<file path="src/rtl/lsu_mem_ctrl.sv">
// lsu_mem_ctrl: byte/half/word load-store initiator for a word-wide RAM, sub-word stores via read-modify-write.
// Optional misalignment trap enabled by defining LSU_MISALIGN_TRAP_EN.
module lsu_mem_ctrl #(
    parameter int ADDR_W = 7,
    parameter int DATA_W = 32
) (
    input  logic              clk,
    input  logic              rst_n,
    input  logic              req_valid,
    output logic              req_ready,
    input  logic              req_we,
    input  logic [31:0]       req_addr,
    input  logic [1:0]        req_size,
    input  logic              req_unsigned,
    input  logic [DATA_W-1:0] req_wdata,
    output logic              resp_valid,
    output logic [DATA_W-1:0] resp_rdata,
    output logic              resp_err,
    output logic [DATA_W-1:0] mem_wdata_o,
    output logic [ADDR_W-1:0] mem_waddr_o,
    output logic              mem_we_o,
    output logic [ADDR_W-1:0] mem_raddr_o,
    input  logic [DATA_W-1:0] mem_rdata_i
);
`ifdef LSU_MISALIGN_TRAP_EN
    typedef enum logic [2:0] {IDLE, LOAD, RMW_RD, WRITE, ERR} state_t;
`else
    typedef enum logic [2:0] {IDLE, LOAD, RMW_RD, WRITE} state_t;
`endif
    state_t            r_state;
    logic [ADDR_W-1:0] r_widx;
    logic [1:0]        r_off;
    logic [1:0]        r_size;
    logic              r_unsigned;
    logic [DATA_W-1:0] r_wdata;
    logic [DATA_W-1:0] r_buf;
    logic              r_resp_valid;
    logic [DATA_W-1:0] r_resp_rdata;
    logic              r_resp_err;
    logic [1:0]        w_off;
    logic [DATA_W-1:0] w_sh;
    logic [DATA_W-1:0] w_load;
    logic [DATA_W-1:0] w_mask;
    logic [DATA_W-1:0] w_merge;
    logic              w_mis;
    logic              w_unused;

    // Alignment is forced here; the trap path rejects misaligned requests before they use it.
    assign w_off   = req_size == 2'b00 ? req_addr[1:0] : req_size == 2'b01 ? {req_addr[1], 1'b0} : 2'b00;
    assign w_mis   = (req_size == 2'b01 && req_addr[0]) || (req_size[1] && req_addr[1:0] != 2'b00);
    assign w_sh    = mem_rdata_i >> {r_off, 3'b000};
    assign w_load  = r_size == 2'b00 ? {{24{~r_unsigned & w_sh[7]}}, w_sh[7:0]} :
                     r_size == 2'b01 ? {{16{~r_unsigned & w_sh[15]}}, w_sh[15:0]} : mem_rdata_i;
    assign w_mask  = (r_size[0] ? DATA_W'(32'h0000_FFFF) : DATA_W'(32'h0000_00FF)) << {r_off, 3'b000};
    assign w_merge = r_size[1] ? r_wdata : (r_buf & ~w_mask) | ((r_wdata << {r_off, 3'b000}) & w_mask);
    assign w_unused = ^{req_addr[31:ADDR_W+2], w_mis};

    assign req_ready   = r_state == IDLE;
    assign resp_valid  = r_resp_valid;
    assign resp_rdata  = r_resp_rdata;
`ifdef LSU_MISALIGN_TRAP_EN
    assign resp_err    = r_resp_err;
`else
    assign resp_err    = 1'b0;
`endif
    assign mem_raddr_o = (r_state == LOAD || r_state == RMW_RD) ? r_widx : '0;
    assign mem_waddr_o = r_state == WRITE ? r_widx : '0;
    assign mem_wdata_o = r_state == WRITE ? w_merge : '0;
    // Gated by rst_n so a reset landing on the WRITE edge never commits the store.
    assign mem_we_o    = (r_state == WRITE) & rst_n;

    always_ff @(posedge clk) begin
        if (!rst_n) begin
            r_state      <= IDLE;
            r_widx       <= '0;
            r_off        <= '0;
            r_size       <= '0;
            r_unsigned   <= 1'b0;
            r_wdata      <= '0;
            r_buf        <= '0;
            r_resp_valid <= 1'b0;
            r_resp_rdata <= '0;
            r_resp_err   <= 1'b0;
        end else begin
            r_resp_valid <= 1'b0;
            r_resp_err   <= 1'b0;
            case (r_state)
                IDLE: if (req_valid) begin
                    r_widx     <= req_addr[ADDR_W+1:2];
                    r_off      <= w_off;
                    r_size     <= req_size;
                    r_unsigned <= req_unsigned;
                    r_wdata    <= req_wdata;
`ifdef LSU_MISALIGN_TRAP_EN
                    r_state    <= w_mis ? ERR : !req_we ? LOAD : req_size[1] ? WRITE : RMW_RD;
`else
                    r_state    <= !req_we ? LOAD : req_size[1] ? WRITE : RMW_RD;
`endif
                end
                LOAD: begin
                    r_resp_valid <= 1'b1;
                    r_resp_rdata <= w_load;
                    r_state      <= IDLE;
                end
                RMW_RD: begin
                    r_buf   <= mem_rdata_i;
                    r_state <= WRITE;
                end
                WRITE: begin
                    r_resp_valid <= 1'b1;
                    r_resp_rdata <= '0;
                    r_state      <= IDLE;
                end
`ifdef LSU_MISALIGN_TRAP_EN
                ERR: begin
                    r_resp_valid <= 1'b1;
                    r_resp_err   <= 1'b1;
                    r_resp_rdata <= '0;
                    r_state      <= IDLE;
                end
`endif
                default: r_state <= IDLE;
            endcase
        end
    end
endmodule

</file>
<file path="config.mk">
export PLATFORM = sky130hd
export DESIGN_NAME = lsu_mem_ctrl
export DESIGN_NICKNAME = d
export VERILOG_FILES = /design/src/rtl/lsu_mem_ctrl.sv
export SDC_FILE = /design/constraint.sdc
export NUM_CORES = 1
export LEC_CHECK = 0
export CAP_MARGIN = 0
export CORE_UTILIZATION = 30
export DETAILED_ROUTE_END_ITERATION = 8
export PLACE_DENSITY = 0.68
export REMOVE_ABC_BUFFERS = 1
export SLEW_MARGIN = 30
export SYNTH_ARGS = -nofsm -noshare
export SYNTH_HDL_FRONTEND = slang
export SYNTH_SLANG_ARGS = --single-unit
</file>
<file path="constraint.sdc">
create_clock -name clk -period 1.7 [get_ports clk]
set_clock_uncertainty 0.15 [all_clocks]
set_input_delay 0.255 -clock clk [delete_from_list [all_inputs] [get_ports clk]]
set_output_delay 0.255 -clock clk [all_outputs]
set_load 0.02 [all_outputs]
</file>
Yosys cells after proc, flatten, opt, wreduce, memory -nomap -nowiden
Cells that the tools add are included.
{ "op_classes": {"eq_ne": 6, "shifts": 3, "mux": 15, "bitwise_logic": 8, "n_reduce_logical": 7} }
{ "ops": {"columns": ["op", "n"], "rows": [
  ["32-bit 2-to-1 mux", 4],
  ["32-bit bitwise AND", 2],
  ["32-bit one-hot mux with 2 select lines", 1],
  ["32-bit NOT", 1],
  ["32-bit bitwise OR", 1],
  ["16-bit by 5-bit << shifter with 32-bit output", 1],
  ["32-bit by 5-bit << shifter with 32-bit output", 1],
  ["32-bit by 5-bit right shift with 16-bit output", 1],
  ["16-bit 2-to-1 mux", 1],
  ["7-bit 2-to-1 mux", 2],
  ["3-bit by 2-bit == test with 1-bit output, second input constant", 2],
  ["2-bit 2-to-1 mux", 3],
  ["3-bit one-hot mux with 2 select lines", 1],
  ["2-bit by 1-bit == test with 1-bit output, second input constant", 2],
  ["2-bit logical NOT", 2],
  ["1-bit bitwise AND", 3],
  ["3-bit by 1-bit == test with 1-bit output, second input constant", 1],
  ["3-bit logical NOT", 1],
  ["3-bit 2-to-1 mux", 1],
  ["1-bit 2-to-1 mux", 2],
  ["2-bit inequality test, second input constant", 1],
  ["2-bit AND reduction", 1],
  ["2-bit nonzero test", 1],
  ["2-bit OR reduction", 1],
  ["other kinds (2)", 2]
]} }
{ "totals": {"reg_bits": 112, "inputBits": 103} }

Logic depth before layout (Yosys ltp)
{ "depth": {"depth_word": 7, "mapped_depth": 8, "ltp_nobuf": 6} }

Worst setup path before layout
No wires, ideal clock.
{ "synth_path": {"path_type": "reg-to-output", "from": "register r_off[1]", "to": "output port mem_wdata_o[14]", "arrival_time_ps": 1713, "t_required_ps": 1295, "setup_slack_ps": -418, "path_stages_with_launch": 7, "n_path_buf": 2, "cell_sequence": "dfxtp_1 > o21ba_2 > clkbuf_1 > buf_2 > nor2_1 > a211o_1 > a21boi_0"} }
{ "synth_between": {"elab_chain_cells": 6, "word_cells_on_any_way": 8} }
{ "synth_rtl": {"columns": ["element", "line", "rtl"], "rows": [
  ["start: declaration", "32", "logic [1:0] r_off;"],
  ["start signal: assignment", "90", "r_off <= w_off;"],
  ["16-bit by 5-bit << shifter with 32-bit output", "54", "assign w_mask = (r_size[0] ? DATA_W'(32'h0000_FFFF) : DATA_W'(32'h0000_00FF)) << {r_off, 3'b000};"],
  ["32-bit NOT", "55", "assign w_merge = r_size[1] ? r_wdata : (r_buf & ~w_mask) | ((r_wdata << {r_off, 3'b000}) & w_mask);"],
  ["32-bit bitwise AND", "55", null],
  ["32-bit bitwise OR (*)", "55", null],
  ["32-bit 2-to-1 mux (*)", "55", null],
  ["32-bit 2-to-1 mux (*)", "68", "assign mem_wdata_o = r_state == WRITE ? w_merge : '0;"],
  ["end: declaration", "19", "output logic [DATA_W-1:0] mem_wdata_o,"]
]} }
Every way passes the cells marked *; elsewhere a longest branch is shown, timed or not.

Final worst setup path
{ "layout_path": {"from": "register r_off[1]", "to": "output port mem_wdata_o[12]"} }
Same word-level chain as after synthesis.

==> metrics.yaml <==
startpoint: "r_off[1]$_SDFFE_PN0P_"
insertedDiodeCount: 0
via_per_inst: 4.832
port_buffers: 160
clk_path_buf_depth: 2
crit_arrival_ns: 1.72
synth_commonest_cells: "nand2_1 (148), dfxtp_1 (111), a21boi_0 (66)"
ys.flop_type: "dfxtp_1"
tns_ns: -21.18
fmax_ghz: 0.4711
worstSetupPathType: "reg -> out"
cts_buffers: 9
maxCapViolCount: 0
n_fill_cell: 1856
yosysTopAreaCellShare: 0.3773
drcViolationCount: 0
grtUsageTotal: 0.1907
powerDensity_nw_per_um2: 930.0
netlist_area_um2: 5889
reg2reg_from: "r_off[0]$_SDFFE_PN0P_"
syn_area_per_cell_um2: 8.318
cts_tree: "yes"
h-tree-depth: 3
hold_class: "in -> reg"
layout-drive-gt1-share: 0.2880
drtAntennaViolNets: 0
startpoint_type: "register"
synth_cell_types: 42
first_pass_iters: 5
clockRootBuffer: "clkbuf_16"
rsz0062_at_grt: "yes"
end_kind: "primary output"
num_rows: 50
synth_edf_count: 0
hp-start: "rst_n"
finalSetupViolations: 73
insertion_delay_ns: 0.36
cp.required_ns: 1.29
timing.final.crit_share: 1.249
finalHoldViolCount: 0
yosysSeqAreaShare: 0.3773
syn_to_final_growth_pct: 53.69
nets: 1029
die_w_um: 142.1
slew_viol_final: 0
cts_num_sinks: 111
die_y_um: 142.1
vias: 5735
wl_um: 19540
grt_start_max_net_pins: 46
yosysMostFrequentCell: "nand2_1"
wl_per_cell_um: 16.46
coreArea_um2: 18960
status: "finished with violations"
fp.dieArea_um2: 20200
place_hpwl_um: 13990
async_flop_share: 0
violations: "negative setup slack"
max-vdd-ir-drop_v: 0.0005001
initial_utilization: 0.3107
ys_seq_elements: 111
synth.largest_area_cell: "dfxtp_1"
ys_top_cells_by_area: "dfxtp_1 (38%), mux2i_1 (11%), nand2_1 (9.4%), a21boi_0 (8.4%), nor2b_1 (3.6%)"
fin_crit_ns: 2.123
grt_pass1_vias: 5270
grt_pass1_wl_um: 29490
path_clk_slew_ns: 0.08
critical_path.max_fanout: 8
reg2reg_setup_slack_ns: -0.36
gp_congestion: 0.7906
fin_ws_ns: -0.4226
ios: 185
yosysWarnings: 0
power_leakage_nw: 3.493
grt.overflow.total: 0
antenna_found_initial: 0
power_mw: 8.417
synth_cells: 708
drtIter0Drc: 275
==> timing repair <==
| item | CTS | global route |
|---|---|---|
| hold buffers | 0 | 0 |
| endpoints found under the setup margin | 114 | 81 |
| pin swaps | 30 | 27 |
| cloned | 2 | 1 |
| resized for setup | 408 | 63 |
| buffers inserted | 15 | 12 |
| hold endpoints to repair | 0 | 0 |
==> cell type report <==
| class | instances | area (µm²) | area share |
|---|---|---|---|
| multi-input combinational | 530 | 3656 | 0.4039 |
| inverter | 5 | 23.77 | 0.002626 |
| sequential | 111 | 2237 | 0.2472 |
| clock inverter | 7 | 60.06 | 0.006635 |
| clock buffer | 9 | 225.2 | 0.02488 |
| timing repair buffer | 265 | 2524 | 0.2788 |
| tap | 260 | 325.3 | 0.03594 |
==> cell families after synthesis <==
group           Yosys count  synth area share
fa+ha+maj                 4          0.008498
mux                      73            0.1287
buf+inv                  67           0.04993
flops                   111            0.3773
compound gates          185            0.2273
simple gates            267            0.2076
other cells               1         0.0006367
==> power by group <==
| group | internal (mW) | switching [mW] |
|---|---|---|
| Sequential | 2.96 | 0.241 |
| Clock | 1.03 | 1.11 |
| Combinational | 1.50 | 1.59 |
| Total | 5.48 | 2.93 |
==> per-stage QoR <==
| stage | utilization | cells | setup WS (ns) | hold WS (ns) | instance area, µm² |
|---|---|---|---|---|---|
| 6_report | 0.4775 | 1187 | -0.4226 | 0.06674 | 9051 |
| 5_1_grt | 0.4775 | 1187 | -0.4892 | 0.07369 | 9051 |
| 4_1_cts | 0.4667 | 1180 | -0.4505 | 0.05907 | 8847 |
| 3_5_place_dp | 0.4349 | 1147 | -0.7923 | 0.2957 | 8244 |
| 3_3_place_gp | 0.4349 | 1147 | -0.7577 | 0.2925 | 8244 |
| 2_1_floorplan | - | 646 | -1.471 | 0.2228 | 5614 |
==> placed cells by master (no fill, tap or decap), types with 9 or more instances in the layout <==
cell type        count
nand2_1            147
dlygate4sd2_1       32
clkdlybuf4s50_1     78
nor2_1              21
a21boi_0            43
o21ai_2             19
a21boi_2            15
a211o_1             16
buf_6               47
a21oi_1             32
dfxtp_1            105
and2_4              15
buf_4               90
clkbuf_16            9
nor2b_1             34
mux2i_1             62
and3_1              17
buf_12              10
==> flip-flops by register name, summed over array words and instances (netlist names) <==
| signal | cells |
|---|---|
| r_buf | 32 |
| r_wdata | 32 |
| resp_rdata | 32 |
| r_widx | 7 |
| r_off | 2 |
| r_size | 2 |
| r_state | 2 |
| r_unsigned | 1 |
| resp_valid | 1 |
==> worst paths after layout <==
path,cells past startpoint,to
hold / removal,2,r_buf[4]$_SDFFE_PN0P_
setup / recovery,6,mem_wdata_o[12]
setup reg to reg,7,resp_rdata[17]$_SDFFE_PN0P_
hold reg to reg,2,resp_rdata[3]$_SDFFE_PN0P_
==> critical path: stages (launching register included) <==
cell and delay [ns]:
dfxtp_4 0.36, o21ba_4 0.26, buf_6 0.14, nor2_2 0.04
a211o_1 0.24, a21boi_2 0.20, buf_6 0.14
==> routing by layer <==
layer	part of all wire	wire length (µm)	up-vias	GRT usage
met5	0	0	-	0
met4	0.020	390	0	0.07018
met3	0.037	726	26	0.03028
met2	0.46	9029	120	0.2988
met1	0.48	9391	2710	0.2626
li1	-	-	2879	-
(Power assumes the default switching activity.)
